File: src/rtl/instr_fetch_stage_pkg.sv
// Shared types and constants for the IF stage: defaults, PC increment,
// next-PC source encoding and the IF->ID payload.
package instr_fetch_stage_pkg;

  localparam int unsigned XLEN = 32;

  localparam logic [XLEN-1:0] NOP_INSTR_DEF = 32'h0000_0000;
  localparam logic [XLEN-1:0] RESET_PC_DEF  = 32'h0000_0000;
  localparam logic [XLEN-1:0] PC_INC        = 32'd4;

  typedef enum logic [2:0] {
    SRC_SEQ  = 3'd0,
    SRC_BR   = 3'd1,
    SRC_JR   = 3'd2,
    SRC_JMP  = 3'd3,
    SRC_HOLD = 3'd4
  } pc_src_e;

  typedef struct packed {
    logic [XLEN-1:0] pc;
    logic [XLEN-1:0] pc_plus4;
    logic [XLEN-1:0] instr;
    logic            valid;
  } if_bus_t;

  function automatic logic [XLEN-1:0] align_word(input logic [XLEN-1:0] a);
    return {a[XLEN-1:2], 2'b00};
  endfunction

endpackage

File: src/rtl/instr_fetch_stage_pc_next_sel.sv
// Next-PC priority mux: branch > jump-register > jump > stall hold > pc+4.
// Redirect targets are forced word-aligned; the increment wraps mod 2^32.
module instr_fetch_stage_pc_next_sel
  import instr_fetch_stage_pkg::*;
(
  input  logic [XLEN-1:0] i_pc,
  input  logic            i_stall,
  input  logic            i_is_br,
  input  logic [XLEN-1:0] i_br_target,
  input  logic            i_is_jr,
  input  logic [XLEN-1:0] i_jr_target,
  input  logic            i_is_jmp,
  input  logic [XLEN-1:0] i_jmp_target,
  output logic [XLEN-1:0] o_pc_next_c,
  output pc_src_e         o_src_c
);

  logic [XLEN-1:0] w_pc_inc;

  assign w_pc_inc = i_pc + PC_INC;

  always_comb begin
    o_pc_next_c = w_pc_inc;
    o_src_c     = SRC_SEQ;
    if (i_is_br) begin
      o_pc_next_c = align_word(i_br_target);
      o_src_c     = SRC_BR;
    end else if (i_is_jr) begin
      o_pc_next_c = align_word(i_jr_target);
      o_src_c     = SRC_JR;
    end else if (i_is_jmp) begin
      o_pc_next_c = align_word(i_jmp_target);
      o_src_c     = SRC_JMP;
    end else if (i_stall) begin
      o_pc_next_c = i_pc;
      o_src_c     = SRC_HOLD;
    end
  end

endmodule

File: src/rtl/instr_fetch_stage.sv
// IF stage: owns the PC, drives the synchronous imem read port and presents
// {pc, pc+4, instr, valid} to ID, with a skid register to ride out stalls.
module instr_fetch_stage
  import instr_fetch_stage_pkg::*;
#(
  parameter logic [XLEN-1:0] RESET_PC  = RESET_PC_DEF,
  parameter logic [XLEN-1:0] NOP_INSTR = NOP_INSTR_DEF
) (
  input  logic            clk,
  input  logic            rst_n,
  input  logic            i_stall,
  input  logic            i_is_br,
  input  logic [XLEN-1:0] i_br_target,
  input  logic            i_is_jr,
  input  logic [XLEN-1:0] i_jr_target,
  input  logic            i_is_jmp,
  input  logic [XLEN-1:0] i_jmp_target,
  output logic [XLEN-1:0] o_imem_addr,
  output logic            o_imem_rd_en,
  input  logic [XLEN-1:0] i_imem_rdata,
  output logic [XLEN-1:0] o_if_pc,
  output logic [XLEN-1:0] o_if_pc_plus4,
  output logic [XLEN-1:0] o_if_instr,
  output logic            o_if_valid
);

  logic [XLEN-1:0] r_pc;
  logic            r_rsp_vld;
  logic [XLEN-1:0] r_rsp_pc;
  logic            r_held;
  logic [XLEN-1:0] r_hold_instr;

  logic [XLEN-1:0] w_pc_d;
  logic            w_rsp_vld_d;
  logic [XLEN-1:0] w_rsp_pc_d;
  logic            w_held_d;
  logic [XLEN-1:0] w_hold_instr_d;
  logic            w_rd_en;
  logic [XLEN-1:0] w_pc_next;
  pc_src_e         w_src;
  if_bus_t         w_if_bus;

  instr_fetch_stage_pc_next_sel u_pc_next_sel (
    .i_pc         (r_pc),
    .i_stall      (i_stall),
    .i_is_br      (i_is_br),
    .i_br_target  (i_br_target),
    .i_is_jr      (i_is_jr),
    .i_jr_target  (i_jr_target),
    .i_is_jmp     (i_is_jmp),
    .i_jmp_target (i_jmp_target),
    .o_pc_next_c  (w_pc_next),
    .o_src_c      (w_src)
  );

  // Next-state: redirects drop the in-flight read, stalls freeze and capture the word once.
  always_comb begin
    w_pc_d         = r_pc;
    w_rsp_vld_d    = r_rsp_vld;
    w_rsp_pc_d     = r_rsp_pc;
    w_held_d       = r_held;
    w_hold_instr_d = r_hold_instr;
    w_rd_en        = 1'b0;
    case (w_src)
      SRC_BR, SRC_JR, SRC_JMP: begin
        w_pc_d      = w_pc_next;
        w_rsp_vld_d = 1'b0;
        w_held_d    = 1'b0;
      end
      SRC_SEQ: begin
        w_rd_en     = 1'b1;
        w_pc_d      = w_pc_next;
        w_rsp_vld_d = 1'b1;
        w_rsp_pc_d  = r_pc;
        w_held_d    = 1'b0;
      end
      SRC_HOLD: begin
        if (r_rsp_vld && !r_held) begin
          w_hold_instr_d = i_imem_rdata;
          w_held_d       = 1'b1;
        end
      end
      default: ;
    endcase
  end

  always_ff @(posedge clk or negedge rst_n) begin
    if (!rst_n) begin
      r_pc         <= RESET_PC;
      r_rsp_vld    <= 1'b0;
      r_rsp_pc     <= '0;
      r_held       <= 1'b0;
      r_hold_instr <= NOP_INSTR;
    end else begin
      r_pc         <= w_pc_d;
      r_rsp_vld    <= w_rsp_vld_d;
      r_rsp_pc     <= w_rsp_pc_d;
      r_held       <= w_held_d;
      r_hold_instr <= w_hold_instr_d;
    end
  end

  // Read strobe is gated by reset so no fetch is issued while rst_n is low.
  assign o_imem_addr  = r_pc;
  assign o_imem_rd_en = w_rd_en & rst_n;

  always_comb begin
    w_if_bus.pc       = r_rsp_pc;
    w_if_bus.pc_plus4 = r_rsp_pc + PC_INC;
    w_if_bus.valid    = r_rsp_vld;
    if (!r_rsp_vld) begin
      w_if_bus.instr = NOP_INSTR;
    end else if (r_held) begin
      w_if_bus.instr = r_hold_instr;
    end else begin
      w_if_bus.instr = i_imem_rdata;
    end
  end

  assign o_if_pc       = w_if_bus.pc;
  assign o_if_pc_plus4 = w_if_bus.pc_plus4;
  assign o_if_instr    = w_if_bus.instr;
  assign o_if_valid    = w_if_bus.valid;

endmodule

File: config.mk
export PLATFORM = sky130hd
export DESIGN_NAME = instr_fetch_stage
export DESIGN_NICKNAME = d
export VERILOG_FILES = /design/src/rtl/instr_fetch_stage_pkg.sv /design/src/rtl/instr_fetch_stage_pc_next_sel.sv /design/src/rtl/instr_fetch_stage.sv
export SDC_FILE = /design/constraint.sdc
export NUM_CORES = 1
export LEC_CHECK = 0
export ABC_AREA = 1
export BUFFER_PORTS_ARGS = -buffer_cell sky130_fd_sc_hd__buf_2
export CELL_PAD_IN_SITES_DETAIL_PLACEMENT = 1
export CELL_PAD_IN_SITES_GLOBAL_PLACEMENT = 1
export CORE_MARGIN = 3
export CORE_UTILIZATION = 36
export CTS_CLUSTER_DIAMETER = 60
export CTS_CLUSTER_SIZE = 8
export DETAILED_ROUTE_END_ITERATION = 6
export PLACE_DENSITY_LB_ADDON = 0.08
export SYNTH_ARGS = -nofsm -noshare
export SYNTH_HDL_FRONTEND = slang
export SYNTH_SLANG_ARGS = --single-unit
File: constraint.sdc
create_clock -name clk -period 5.5 [get_ports clk]
set_input_delay 1.65 -clock clk [delete_from_list [all_inputs] [get_ports clk]]
set_output_delay 1.65 -clock clk [all_outputs]
set_load 0.01 [all_outputs]
==> metrics list <==
- The worst setup path is launched from a primary input.
- Final worst clock skew: 7.70 ps
- Area Overhead vs Synth: 27.0%
* Final min period: between 4000 and 5000 ps
- In this run the vertical extent of the chip is roughly 140 um.
* Endpoints failing setup: 0
* Setup repair bufs after CTS: 0
- Data arrives at the worst endpoint at about 3000 ps.
- Wire length of the first global-routing pass: 36.8 mm
- Setup slack, reg-to-reg: roughly 3200 ps
- Synth Area per Inst: 6.79 um2
- Most common flop cell mapped by yosys: sky130_fd_sc_hd__dfrtp_1
- The worst setup path is captured at a primary output.
- The analysis attributes to cell leakage a power of approximately 4.2 nW.
- Slew margin rel.: roughly a third
- Number of vias after detailed routing: between 6000 and 7000
* Post-Synth Simple-Gate Area: about a third
- Entering global routing, the biggest net connects between 60 and 70 pins.
- After routing the design area is 0.00797 mm2.
- After detailed routing, the total wire length is between 20 and 25 mm.
- TritonCTS clock tree: yes
- After the last flow step, the layout net total stands at around 1300.
* Cell count after placement: between 1000 and 1500
- The region available for standard cell placement spans ~0.017 mm2.
- The count of pins over their slew limit was 0.
* Top-Level Pins: about 260
- Netlist area before placement: 0.00628 mm2
- Total GRT Usage: a little under a quarter
- By area, the combinational part of the netlist is dominated by simple AND/OR/NAND/NOR gates.
- By count the netlist is led by 283 x sky130_fd_sc_hd__nand2_1, 109 x sky130_fd_sc_hd__nor2_1, 101 x sky130_fd_sc_hd__o21ai_0.
* Clock tree buffer depth: 2
- FILL cells: roughly 2300
- Synthesized netlist cell count: a little over 900
- Largest voltage drop on the vdd net: approximately 150 uV
* Area contributors post-synth: sky130_fd_sc_hd__dfrtp_1 37%, sky130_fd_sc_hd__nand2_1 17%, sky130_fd_sc_hd__o21ai_0 8.1%
- Final hold slack: 487 ps
* Largest fanout of any net on the critical path: 35
- Setup repair after global routing missed its margin: no
- Post-CTS clock slew at the launch and capture registers of the worst setup and hold paths: roughly 70 ps
- In this run the tool buffered the top-level ports with between 200 and 300 buffer cells.
- The number of failing hold endpoints at the final stage is 0.
- Post-CTS repair changed the size of 0 cells.
- At the pin with the least slew margin, the transition time is about 1000 ps.
* Part of the Yosys area used for sequential elements: a little under two fifths
- Htree depth: 3
- In the post-route analysis, the smallest setup slack over all paths is 874 ps.
- After synthesis, the share of cell area in mux cells is less than 1%.
- PwrDens: about 280 mW/mm2
* Fraction of final layout cells with drive strength greater than 1: around a quarter
- Summed over all failing endpoints, the final setup total negative slack is 0 ps.
- Share of the synthesized netlist area taken by xor and xnor gates: under 10%
- After floorplanning, the core was divided into between 40 and 50 placement rows.
- Post-synth EDFFs: 0
* Synth Warn #: 0
- The critical path is of the in2out type.
* FF/Latch Area: between 0.002 and 0.0025 mm2
* Filler-free cell count of the finished design: around 1400
* Count of max-cap constraint violations: 0
* Number of vias per cell: approximately 5.0
- Achievable frequency: ~0.22 GHz
* Final Util: about 47%
- Of the available clock period, the critical path in the final layout requires about 84%.
- Run status: finished clean
- Counting flops and latches in the post-synthesis netlist gives 94.
* Number of hold buffers added after CTS: 0
- Dividing the detail-routed wire length by the instance count gives approximately 16 um.
* Fraction of registers with async set or reset after synthesis: 100%
- Summed over all instances, the cell type with the most area after synthesis is sky130_fd_sc_hd__dfrtp_1.
* Residual overflow from global routing: 0
- Summing the areas of all compound-gate instances in the mapped netlist gives between 15 and 20% of the synthesized area.
* Iteration-0 DRC count of the detailed router: 292
* Starting utilization of the core area: between 30% and 40%
- Yosys instantiated no cell more often than sky130_fd_sc_hd__nand2_1.
- After detailed routing, the number of remaining DRC violations is 0.
- Place WS: around 840 ps
- Clock tree synthesis selected as its root buffer the cell sky130_fd_sc_hd__clkbuf_16.
- Adder-cell area share of the yosys netlist: less than 1%
* Placed inst area: 0.00766 mm2
* Netlist cell types: 37
- Detailed placement finished with a half-perimeter wire length of 17.5 mm.
- After layout, the design draws a total of 2.19 mW.
- Source-to-sink clock delay at the later pin of the worst-skew pair: between 300 and 400 ps
- The number of global-route vias before repair came to 7087.
- TritonCTS sink count: 94
- Critical path required time: between 3000 and 4000 ps
* Initial antenna violation count: 2
- The die is about 140 um wide.
* Die area: 0.0191 mm2
- Counting the buffers created by CTS gives 9.
- GP Congestion: ~0.92
- Area share of the largest cell type after synthesis: a little under two fifths
* Antenna cells: 0
- DR pass1 iterations: 4
- The count of nets left with antenna violations once routing finished came out at 0.
- The worst hold path belongs to the class reg2reg.
- Summing all multi-input logic gate instances after layout gives around 0.0034 mm2.
cells in the final DEF (no fill, tap or decap), types with 13 or more instances in the layout:
master / n
sky130_fd_sc_hd__a21oi_1: 43
sky130_fd_sc_hd__a221oi_1: 22
sky130_fd_sc_hd__buf_2: 250
sky130_fd_sc_hd__dfrtp_1: 94
sky130_fd_sc_hd__inv_1: 83
sky130_fd_sc_hd__nand2_1: 283
sky130_fd_sc_hd__nand3_1: 32
sky130_fd_sc_hd__nand4_1: 14
sky130_fd_sc_hd__nor2_1: 109
sky130_fd_sc_hd__o21ai_0: 101
sky130_fd_sc_hd__xnor2_1: 13
sky130_fd_sc_hd__xor2_1: 22
cell families after synthesis:
family                   Yosys count
flip-flops                        94
AND/OR/NAND/NOR                  472
AO/OA/AOI/OAI                    182
XOR/XNOR                          35
adder cells (fa/ha/maj)            2
other                              1
buffers and inverters            135
multiplexers                       3
flip-flops by register name, summed over array words and instances (netlist names):
register	cells
r_held	1
o_if_pc	30
r_hold_instr	32
o_imem_addr	30
o_if_valid	1
final timing paths:
| check | cells after the start | to | startpoint |
|---|---|---|---|
| worst max-delay path | 6 | o_imem_rd_en | i_is_br |
| worst min-delay path | 2 | r_hold_instr[27] | r_hold_instr[27] |
| worst max register to register | 4 | r_hold_instr[5] | o_if_valid |
| worst min register to register | 2 | r_hold_instr[27] | r_hold_instr[27] |
| max in group asynchronous | 2 | o_imem_addr[16] | rst_n |
| min in group asynchronous | 1 | r_hold_instr[9] | rst_n |
routing by layer:
metal / vias up / routed length, um / global-route usage, %
met4: 4 / 372 / 6.03
met5: - / 14 / 0
met3: 25 / 1250 / 4.77
met2: 195 / 9730 / 36.2
li1: 3440 / - / -
met1: 3198 / 10800 / 33.0
report_power, final:
group	total (mW)	leakage (nW)	switching (mW)	internal [mW]
combinational	0.589	2.83	0.351	0.239
sequential	0.941	1.17	0.149	0.792
clock	0.664	0.150	0.301	0.363
area by class of cell:
class | instances | share of cell area, %
clock buffers | 9 | 2.82
clock inverters | 7 | 1.08
inverters | 86 | 4.08
multi-input cells | 700 | 42.6
flip-flops and latches | 94 | 29.5
well taps | 220 | 3.45
repair buffers | 258 | 16.4
worst max-delay path: stages:
cell and delay [ps]:
sky130_fd_sc_hd__buf_2 440, sky130_fd_sc_hd__inv_4 280, sky130_fd_sc_hd__nand3_2 180, sky130_fd_sc_hd__nand3_2 140, sky130_fd_sc_hd__nor2_1 120, sky130_fd_sc_hd__buf_2 150
Power figures use the tool's default switching activity.
